--- src/rtl/arb_defs.vh ---
// Shared arbiter constants: FSM state encodings and requester count.
`ifndef ARB_DEFS_VH
`define ARB_DEFS_VH
`define ARB_ST_IDLE  1'b0
`define ARB_ST_GRANT 1'b1
`define ARB_NREQ     8
`endif

--- src/rtl/bus_arbiter8_pkg.sv ---
// Types and the rotate-and-find-first priority search for bus_arbiter8.
package bus_arbiter8_pkg;
`include "arb_defs.vh"

    localparam int NREQ = `ARB_NREQ;

    typedef enum logic {
        IDLE  = `ARB_ST_IDLE,
        GRANT = `ARB_ST_GRANT
    } arb_state_t;

    typedef struct packed {
        logic       found;
        logic [2:0] idx;
    } pick_t;

    // Rotate req so ptr lands at bit 0, take the lowest set bit, then add ptr back.
    function automatic pick_t rr_pick(input logic [NREQ-1:0] req, input logic [2:0] ptr);
        logic [2*NREQ-1:0] dbl;
        logic [NREQ-1:0]   rot;
        pick_t             p;
        dbl = {req, req} >> ptr;
        rot = dbl[NREQ-1:0];
        p   = '0;
        for (int k = NREQ - 1; k >= 0; k--) begin
            if (rot[k]) begin
                p.found = 1'b1;
                p.idx   = ptr + 3'(k);
            end
        end
        return p;
    endfunction
endpackage

--- src/rtl/bus_arbiter8_mux8x1.sv ---
// 8:1 payload multiplexer for the arbiter output datapath.
module mux8x1 #(
    parameter int N = 32
) (
    input  logic [2:0]   i_sel,
    input  logic [N-1:0] i_d0,
    input  logic [N-1:0] i_d1,
    input  logic [N-1:0] i_d2,
    input  logic [N-1:0] i_d3,
    input  logic [N-1:0] i_d4,
    input  logic [N-1:0] i_d5,
    input  logic [N-1:0] i_d6,
    input  logic [N-1:0] i_d7,
    output logic [N-1:0] o_y
);
    always_comb begin
        o_y = i_d0;
        case (i_sel)
            3'd0: o_y = i_d0;
            3'd1: o_y = i_d1;
            3'd2: o_y = i_d2;
            3'd3: o_y = i_d3;
            3'd4: o_y = i_d4;
            3'd5: o_y = i_d5;
            3'd6: o_y = i_d6;
            3'd7: o_y = i_d7;
            default: o_y = i_d0;
        endcase
    end
endmodule

--- src/rtl/bus_arbiter8.sv ---
// 8-requester round-robin bus arbiter with registered grant and muxed payload.
// Define ARB_LOCK_EN to let a locked requester hold the bus for back-to-back beats.
module bus_arbiter8
    import bus_arbiter8_pkg::*;
#(
    parameter int N = 32
) (
    input  logic         clk,
    input  logic         reset,
    input  logic [7:0]   req,
    input  logic [7:0]   lock,
    input  logic [N-1:0] A0,
    input  logic [N-1:0] A1,
    input  logic [N-1:0] A2,
    input  logic [N-1:0] A3,
    input  logic [N-1:0] A4,
    input  logic [N-1:0] A5,
    input  logic [N-1:0] A6,
    input  logic [N-1:0] A7,
    input  logic         ready,
    output logic         valid,
    output logic [7:0]   grant,
    output logic [2:0]   select,
    output logic [N-1:0] Y
);
    arb_state_t r_state;
    logic [2:0] r_ptr;
    pick_t      w_pick;
    logic       w_hold;
    logic       w_release;

    assign w_pick = rr_pick(req, r_ptr);

`ifdef ARB_LOCK_EN
    assign w_hold = lock[select] & req[select];
`else
    logic w_unused_lock;
    assign w_unused_lock = ^lock;
    assign w_hold        = 1'b0;
`endif

    // Leave GRANT on an unheld transfer, or when the owner drops req while stalled.
    assign w_release = ready ? ~w_hold : ~req[select];

    always_ff @(posedge clk) begin
        if (reset) begin
            r_state <= IDLE;
            r_ptr   <= 3'd0;
            select  <= 3'd0;
            grant   <= 8'h00;
            valid   <= 1'b0;
        end else begin
            case (r_state)
                IDLE: begin
                    if (w_pick.found) begin
                        select  <= w_pick.idx;
                        grant   <= 8'h01 << w_pick.idx;
                        valid   <= 1'b1;
                        r_state <= GRANT;
                    end else begin
                        grant <= 8'h00;
                        valid <= 1'b0;
                    end
                end
                GRANT: begin
                    if (w_release) begin
                        r_ptr   <= select + 3'd1;
                        grant   <= 8'h00;
                        valid   <= 1'b0;
                        r_state <= IDLE;
                    end
                end
                default: r_state <= IDLE;
            endcase
        end
    end

    mux8x1 #(.N(N)) u_mux (
        .i_sel (select),
        .i_d0  (A0),
        .i_d1  (A1),
        .i_d2  (A2),
        .i_d3  (A3),
        .i_d4  (A4),
        .i_d5  (A5),
        .i_d6  (A6),
        .i_d7  (A7),
        .o_y   (Y)
    );
endmodule

--- config.mk ---
export PLATFORM = sky130hd
export DESIGN_NAME = bus_arbiter8
export DESIGN_NICKNAME = d
export VERILOG_FILES = /design/src/rtl/bus_arbiter8_pkg.sv /design/src/rtl/bus_arbiter8_mux8x1.sv /design/src/rtl/bus_arbiter8.sv
export VERILOG_INCLUDE_DIRS = /design/src /design/src/rtl
export SDC_FILE = /design/constraint.sdc
export NUM_CORES = 1
export LEC_CHECK = 0
export ABC_CLOCK_PERIOD_IN_PS = 2700
export CAP_MARGIN = 20
export CORE_AREA = 2 2 124 126
export DETAILED_ROUTE_END_ITERATION = 10
export DIE_AREA = 0 0 126 128
export GPL_TIMING_DRIVEN = 0
export PLACE_DENSITY_LB_ADDON = 0.12
export SETUP_SLACK_MARGIN = 0.1
export SLEW_MARGIN = 20
export SYNTH_ARGS = -nofsm -noshare
export SYNTH_HDL_FRONTEND = slang
export SYNTH_SLANG_ARGS = --single-unit
export TNS_END_PERCENT = 10
--- constraint.sdc ---
create_clock -name clk -period 2.7 [get_ports clk]
set_clock_uncertainty 0.1 [all_clocks]
set_input_delay 0.405 -clock clk [delete_from_list [all_inputs] [get_ports clk]]
set_output_delay 0.405 -clock clk [all_outputs]
set_load 0.05 [all_outputs]
======== After elaboration in Yosys (flattened, before gate mapping) ========
Cells that the tools add are included.
storage, ports and cells
  bits in registers ....................... 16
  input bits .............................. 275
  output and inout bits ................... 44
  logic and storage cells ................. 49
cells by class
  add/sub/neg operators ................... 8
  magnitude comparators ................... 1
  equal/unequal tests ..................... 8
  shifts and indexed selects .............. 2
  mux-type cells .......................... 20
  bitwise logic cells ..................... 2
  reductions and logical operators ........ 3
operators with widths
  operator                                                count
  case mux 32 bit (8 select lines)                        1
  2-to-1 mux 4 bit                                        8
  2-to-1 mux 8 bit                                        2
  case mux 8 bit (2 select lines)                         1
  >> shifter 16 x 3 -> 8 bit                              1
  adder 3 bit (second input constant)                     4
  equality test 3 bit (second input constant)             4
  left shift 1 x 3 -> 8 bit (first input constant)        1
  adder 3 x 1 -> 3 bit (second input constant)            2
  adder 3 x 2 -> 3 bit (second input constant)            2
  equality test 3 x 2 -> 1 bit (second input constant)    2
  2-to-1 mux 1 bit                                        5
  < comparator 3 x 4 -> 1 bit (second input constant)     1
  case mux 1 bit (2 select lines)                         2
  AND reduction 2 bit                                     2
  binary-select mux 1 bit (select 3 bit)                  1
  equality test 3 x 1 -> 1 bit (second input constant)    1
  logical NOT 3 bit                                       1
  inequality test 2 x 1 -> 1 bit (second input constant)  1
  NOT 1 bit                                               2

======== Longest topological paths before layout ========
Gate-level depths: netlist (run 1).
  depth in word-level cells ............... 12
  mapped depth ............................ 11
  mapped depth without buffers ............ 9

======== Modules after synthesis ========
Synthesis (run 1) repeated with hierarchy kept, for this count alone.
second synthesis, totals
  cells, all modules ...................... 469
  area total of the unflattened synthesis .. 3,739.8 um2
modules (own cells, without submodules)
  module        times used  cells each  area each (um2)  sequential area each (um2)
  mux8x1        1           306         2,244.7          0.0
  bus_arbiter8  1           163         1,495.2          320.3

======== Least setup slack after synthesis (run 1) ========
Ideal clock, no wire load.
  path kind ............................... register to output
  start ................................... reg select[0]
  end ..................................... out Y[30]
  data arrival time ....................... 2.990 ns
  required time ........................... 2.195 ns
  slack ................................... -0.795 ns
  cell stages (with the launch flop) ...... 10
  path buffers ............................ 3
  cells stage by stage .................... dfxtp_1 inv_1 ha_1 clkbuf_1 and2_1 clkbuf_1 nor3_1 nand2_1 clkbuf_1 a41oi_1
on the way
  longest elaborated chain between the ends .. 2
  elaborated cells on any way between the ends .. 9
  those cells by class .................... 7 x eq/ne; 1 x mux; 1 x reduce/logical
ends and longest elaborated chain
  item                                         line                       RTL
  from (decl)                                  bus_arbiter8.sv:23         output logic [2:0] select,
  from (signal assigned)                       bus_arbiter8.sv:56         select <= w_pick.idx;
  equality test 3 bit (tied with other cells)  bus_arbiter8_mux8x1.sv:18  case (i_sel)
  case mux 32 bit (8 select lines) (*)         bus_arbiter8_mux8x1.sv:18
  to (decl)                                    bus_arbiter8.sv:24         output logic [N-1:0] Y
Mark *: on every way between the ends. The rest lies on a longest branch, timed or not.

======== Final worst setup path (run 1) ========
  start ................................... reg select[1]
  end ..................................... out Y[9]
The elaborated chain is that of the path after synthesis.

==> qor.yml, run 1 <==
drc: 0
hp-class: "register to register"
hold_start: "grant[2]"
critical_path_class: "register to output pin"
grt_max_degree: 11
period_minus_slack_ns: 2.70
track_usage: 0.251
timing.rr.start: "r_ptr[1]"
rrSetupSlack_ns: 0.14
synthCells: 439
synth_top_area_frac: 0.170
cap_violations: 0
dieWidth_um: 126
arrival_ns: 2.19
drtPass1Iterations: 8
drtIter0Drc: 490
cts_max_level: 1
fmax_ghz: 0.371
slew_violations: 0
critical-path-top-delay-family: "compound AO/OA/AOI/OAI gates"
cts_tree: "built"
ys_seq_area_frac: 0.0929
synth_area_leaders: "mux2_2 17%, a222oi_1 9.3%, dfxtp_1 9.3%, nand2_1 7.0%, mux4_2 5.9%"
grt_pass1_wl_mm: 31.8
setup_violations: 0
met3_usage: 0.0593
seqCellArea_um2: 333
fillers: 1355
synth_area_per_cell_um2: 7.85
start_util: 0.232
yosysUniqueCellTypes: 58
place_ws_ns: -0.984
cts_buffers: 3
async_flop_share: 0
fin_util: 0.550
tightestPinTransition_ns: 0.568
cpPeakStageDelay_ns: 0.54
met2_usage: 0.448
hold-path-endpoint: "grant[2]"
synth-seq-cells: 16
dieArea_um2: 16100
fin_ws_ns: 0.00190
multiInputGateArea_um2: 3680
rows: 45
path_clk_slew_ns: 0.05
endpoint_kind: "output pin"
syn_to_final_growth_pct: 137
ios: 319
p_leak_nw: 2.82
port_buffers: 308
cp_slowest_cell: "a222oi_1"
p_total_w: 0.00463
synthFlopType: "dfxtp_1"
yosys-top-cells-count: "64 x nand2_1, 52 x mux2_2, 43 x nor2_1"
vdd_drop_max_v: 0.000452
grt_pass1_vias: 5371
dp_hpwl_mm: 17.6
grt-ovfl-total: 0
clk_latency_ns: 0.25
cp.buffers_inverters: 3
via_count: 5312
synth_edf_count: 0
yosysMostFrequentCell: "nand2_1"
core_area_um2: 14900
clockBufferDepth: 2
die_h_um: 128
min_path_cells: 2
root_buffer: "clkbuf_16"
use_met1: 0.309
busiest_layer: "met2"
nets: 1060
rsz0062_at_grt: "yes"
required_ns: 2.19
syn_area_um2: 3450
routabilityCongestion: 0.903
min_period_over_period: 0.999
drive_gt1_frac: 0.353
path_common_cell: "buf_8"
yosysWarnings: 0
hold_buffers: 0
synth_fp_nets: 722
via_per_inst: 5.50
wire_per_inst_um: 23.0
status: "finished, final reports clean"
final.setup.tns_ns: 0
drt-total-wl_mm: 22.2
r2r_end: "grant[1]"
r2r_cells: 8
maxSlewHeadroom: 0.621
crit_fanout: 6
finalHoldViolCount: 0
powerDensity_nw_per_um2: 566
clock-sinks: 16
start_kind: "register"
antenna_found_initial: 1
worstPathCellList: "ha_4 -> ha_4 -> buf_8 -> buf_8 -> a222oi_1 -> a41oi_4 -> buf_8"
hold_ws_ns: 0.357
postRouteAntennaNets: 0
netlist.top_cell.by_area: "mux2_2"
-- worst register-to-register path, stage by stage (launching register included) --
cell,delay [ns]
dfxtp_2,0.38
buf_6,0.15
mux4_2,0.54
mux2i_1,0.29
o21ai_0,0.15
a32oi_2,0.25
a41oi_4,0.24
buf_6,0.18
o31ai_1,0.20
-- worst max path at each step --
stage	start	endpoint	cells after the start	slack, ns
2_1_floorplan	select[0]	Y[15]	9	0.09
3_3_place_gp	select[1]	Y[25]	7	-0.92
6_report	select[1]	Y[9]	7	0.002
5_1_grt	select[1]	Y[9]	7	-0.07
3_5_place_dp	select[0]	Y[9]	9	-0.98
4_1_cts	select[1]	Y[9]	9	-0.16
-- power breakdown --
group / total (W) / internal [W] / switching (W)
Clock: 0.000319 / 0.000225 / 0.0000938
Combinational: 0.00401 / 0.00173 / 0.00228
Sequential: 0.000299 / 0.000268 / 0.0000303
Total: 0.00463 / 0.00223 / 0.00240
-- cell usage in the layout, fill, tap and decap left out, types with 4 or more instances in the layout --
master           instances
a32o_1                   4
a41oi_4                 24
a221oi_2                 9
a221oi_1                 9
mux2_2                  51
clkbuf_4                 7
mux2i_4                  4
o21ai_0                  5
a222oi_1                32
clkbuf_16                8
inv_1                    7
nand2_1                 63
buf_8                    7
buf_6                   30
a211oi_2                 4
clkdlybuf4s50_1        269
a21oi_4                  8
dfxtp_1                 12
clkbuf_8                 6
mux2i_1                  9
buf_2                   11
nor2_2                  16
buf_4                   35
a21oi_1                 19
mux4_2                  11
ha_4                     5
clkbuf_2                 5
nor2_1                  27
-- cell type report --
class | instances | area share
clock buffer | 4 | 0.0109
antenna | 1 | 0.000306
tap | 188 | 0.0288
timing repair buffer | 335 | 0.403
inverter | 13 | 0.00734
buffer | 46 | 0.0600
multi-input combinational | 362 | 0.450
sequential | 16 | 0.0407
-- registers in the layout (all words and copies together) (netlist names) --
register  count
grant         8
select        3
r_ptr         3
valid         1
r_state       1
-- through the flow --
stage	cells	cell area (um2)
final	965	8180
after global routing	965	8180
after CTS	949	7760
after detailed placement	935	7380
after global placement	935	7380
after floorplan	439	4060
-- cells by family (layout without fill, tap and decap cells) --
family          after synthesis  in the layout  share of synthesized area
simple gates                128            128                      0.157
buf+inv                      61            398                     0.0755
compound gates              146            146                      0.351
mux                          80             80                      0.295
flops                        16             16                     0.0929
fa+ha+maj                     8              8                     0.0290
other cells                   0              1                          0
-- routing by layer --
layer	vias up	part of all wire
met5	-	0
met4	0	0.022
met3	36	0.083
met2	273	0.50
met1	2560	0.39
li1	2443	-
-- what timing repair did --
action                                  4_1_cts  5_1_grt
pin swaps                                    21       39
endpoints found under the setup margin       43       42
setup buffers                                10       14
gates resized for setup                     289      122
cloned                                        0        3
Note: power is estimated with default switching activity, not from simulation.
==> run 2, diff against run 1 <==
- TNS_END_PERCENT: 10 -> default
==> qor.yml, run 2 (synthesis results as in run 1) <==
status: "finished, final reports clean"
nets: 1062  # +0.19%
clock-sinks: 16  # unchanged
cp_slowest_cell: "a222oi_1"
dieArea_um2: 16100  # unchanged
final.setup.tns_ns: 0  # unchanged
drc: 0  # unchanged
drtPass1Iterations: 7  # -1
antenna_found_initial: 6  # +5
start_kind: "register"
endpoint_kind: "output pin"
postRouteAntennaNets: 0  # unchanged
slew_violations: 0  # unchanged
reg_top3: "grant x8, r_ptr x3, select x3"
crit_fanout: 7  # +1
root_buffer: "clkbuf_16"
met1Wirelength_mm: 9.31  # +6.5%
finalHoldViolCount: 0  # unchanged
critical-path-top-delay-family: "compound AO/OA/AOI/OAI gates"
cp.buffers_inverters: 3  # unchanged
wire_per_inst_um: 24.4  # +5.8%
worst-path-stages: 7  # unchanged
tightestPinTransition_ns: 0.562  # -0.00671 ns
ios: 319  # unchanged
final_cell_mix: "269 x clkdlybuf4s50_1, 63 x nand2_1, 51 x mux2_2, 32 x buf_6, 32 x a222oi_1"
maxSlewHeadroom: 0.626  # +0.00448
start_util: 0.232  # unchanged
cap_violations: 0  # unchanged
worstPathCellList: "inv_4 -> ha_4 -> and2_4 -> clkbuf_16 -> a222oi_1 -> a41oi_4 -> buf_6"
cpPeakStageDelay_ns: 0.47  # -0.07 ns
clockBufferDepth: 2  # unchanged
cts_buffers: 3  # unchanged
core_area_um2: 14900  # unchanged
critical_path_class: "register to output pin"
drtIter0Drc: 432  # -12%
cts_tree: "built"
rows: 45  # unchanged
track_usage: 0.272  # +0.0207
grt_pass1_wl_mm: 33.9  # +6.6%
vdd_drop_max_v: 0.000619  # +37%
port_buffers: 308  # unchanged
hp-class: "register to register"
dieWidth_um: 126  # unchanged
wl_met2_mm: 11.5  # +2.9%
syn_to_final_growth_pct: 146
path_clk_slew_ns: 0.05  # about the same
setup_violations: 0  # unchanged
clk_latency_ns: 0.25  # about the same
grt-ovfl-total: 0  # unchanged
arrival_ns: 2.16  # -0.03 ns
drive_gt1_frac: 0.377  # +0.0235
hold_buffers: 0  # unchanged
top_layer_used: "met5"
die_h_um: 128  # unchanged
place_ws_ns: -0.921  # +0.0634 ns
largest_reg_flops: 8  # unchanged
grt_max_degree: 11  # unchanged
min_path_cells: 1  # -1
routabilityCongestion: 0.974  # +7.8%
met3_length_mm: 2.47  # +34%
min_period_over_period: 0.988  # -0.0118
grt_pass1_vias: 5509  # +2.6%
final_common_cell: "clkdlybuf4s50_1"
period_minus_slack_ns: 2.67  # -0.0318 ns
dp_hpwl_mm: 18.4  # +4.6%
rsz0062_at_grt: "yes"
drt-total-wl_mm: 23.6  # +6.4%
p_leak_nw: 2.90  # +2.8%
r2r_cells: 8  # unchanged
max_flop_register: "grant"
fmax_ghz: 0.375  # +1.2%
fin_ws_ns: 0.0337  # +0.0318 ns
via_per_inst: 5.48  # -0.48%
via_count: 5314  # +0.038%
required_ns: 2.19  # about the same
cts_max_level: 1  # unchanged
powerDensity_nw_per_um2: 580  # +2.4%
==> run 2: cell count changes in the layout (fill, tap and decap cells not counted), sizes merged, moves of 2 or more <==
| cell | before | now |
|---|---|---|
| clkbuf | 27 | 30 |
| dlygate4sd2 | 1 | 3 |
| buf | 84 | 80 |
| diode | 1 | 4 |
==> run 2: power breakdown <==
part | total [W] | internal [W] | switching (W) | leakage [nW]
Clock | 0.000289 | 0.000196 | 0.0000927 | 0.0386
Combinational | 0.00432 | 0.00191 | 0.00241 | 2.73
Sequential | 0.000302 | 0.000268 | 0.0000340 | 0.134
==> run 2: metrics by stage <==
step           utilization  instances  instance area, um2  hold WS (ns)  power, W
4_1_cts              0.546        958                8120         0.379   0.00466
2_1_floorplan            -        439                4100         0.371   0.00273
6_report             0.570        970                8470         0.376   0.00491
3_3_place_gp         0.499        935                7420         0.353   0.00400
5_1_grt              0.569        968                8460         0.393   0.00513
3_5_place_dp         0.499        935                7420         0.359   0.00401
==> run 2: worst register-to-register path, stage by stage (launching register included) <==
cell      delay (ns)
dfxtp_4         0.40
buf_12          0.13
mux4_2          0.50
mux2_4          0.32
a21bo_4         0.23
o211ai_4        0.18
a41oi_4         0.21
buf_6           0.18
a32o_1          0.23
==> run 2: what timing repair did <==
item,CTS,global route
gates cloned,4,1
gates resized for setup,356,89
pin swaps,46,42
endpoints found under the setup margin,44,41
buffers inserted,18,8
hold endpoints to repair,0,0
==> run 2: worst paths after layout <==
check,startpoint,to,slack (ns)
worst max-delay path,select[0],Y[25],0.03
worst max register to register,r_ptr[1],grant[6],0.11
worst min register to register,grant[5],grant[5],0.38
worst min-delay path,grant[5],grant[5],0.38
==> run 2: final cells by class <==
class                   count  area [um2]
multi-input cells         363        3810
clock inverters             1        3.75
diodes                      4        10.0
well taps                 188         235
plain buffers              44         512
inverters                  13        63.8
flip-flops and latches     16         335
clock buffers               3        75.1
repair buffers            338        3420
fillers                  1343        6390
==> run 2: layer usage <==
metal / track usage / vias to the layer above
met1: 0.338 / 2564
met2: 0.461 / 260
met3: 0.0981 / 31
met5: 0 / -
li1: - / 2455
met4: 0.0414 / 4
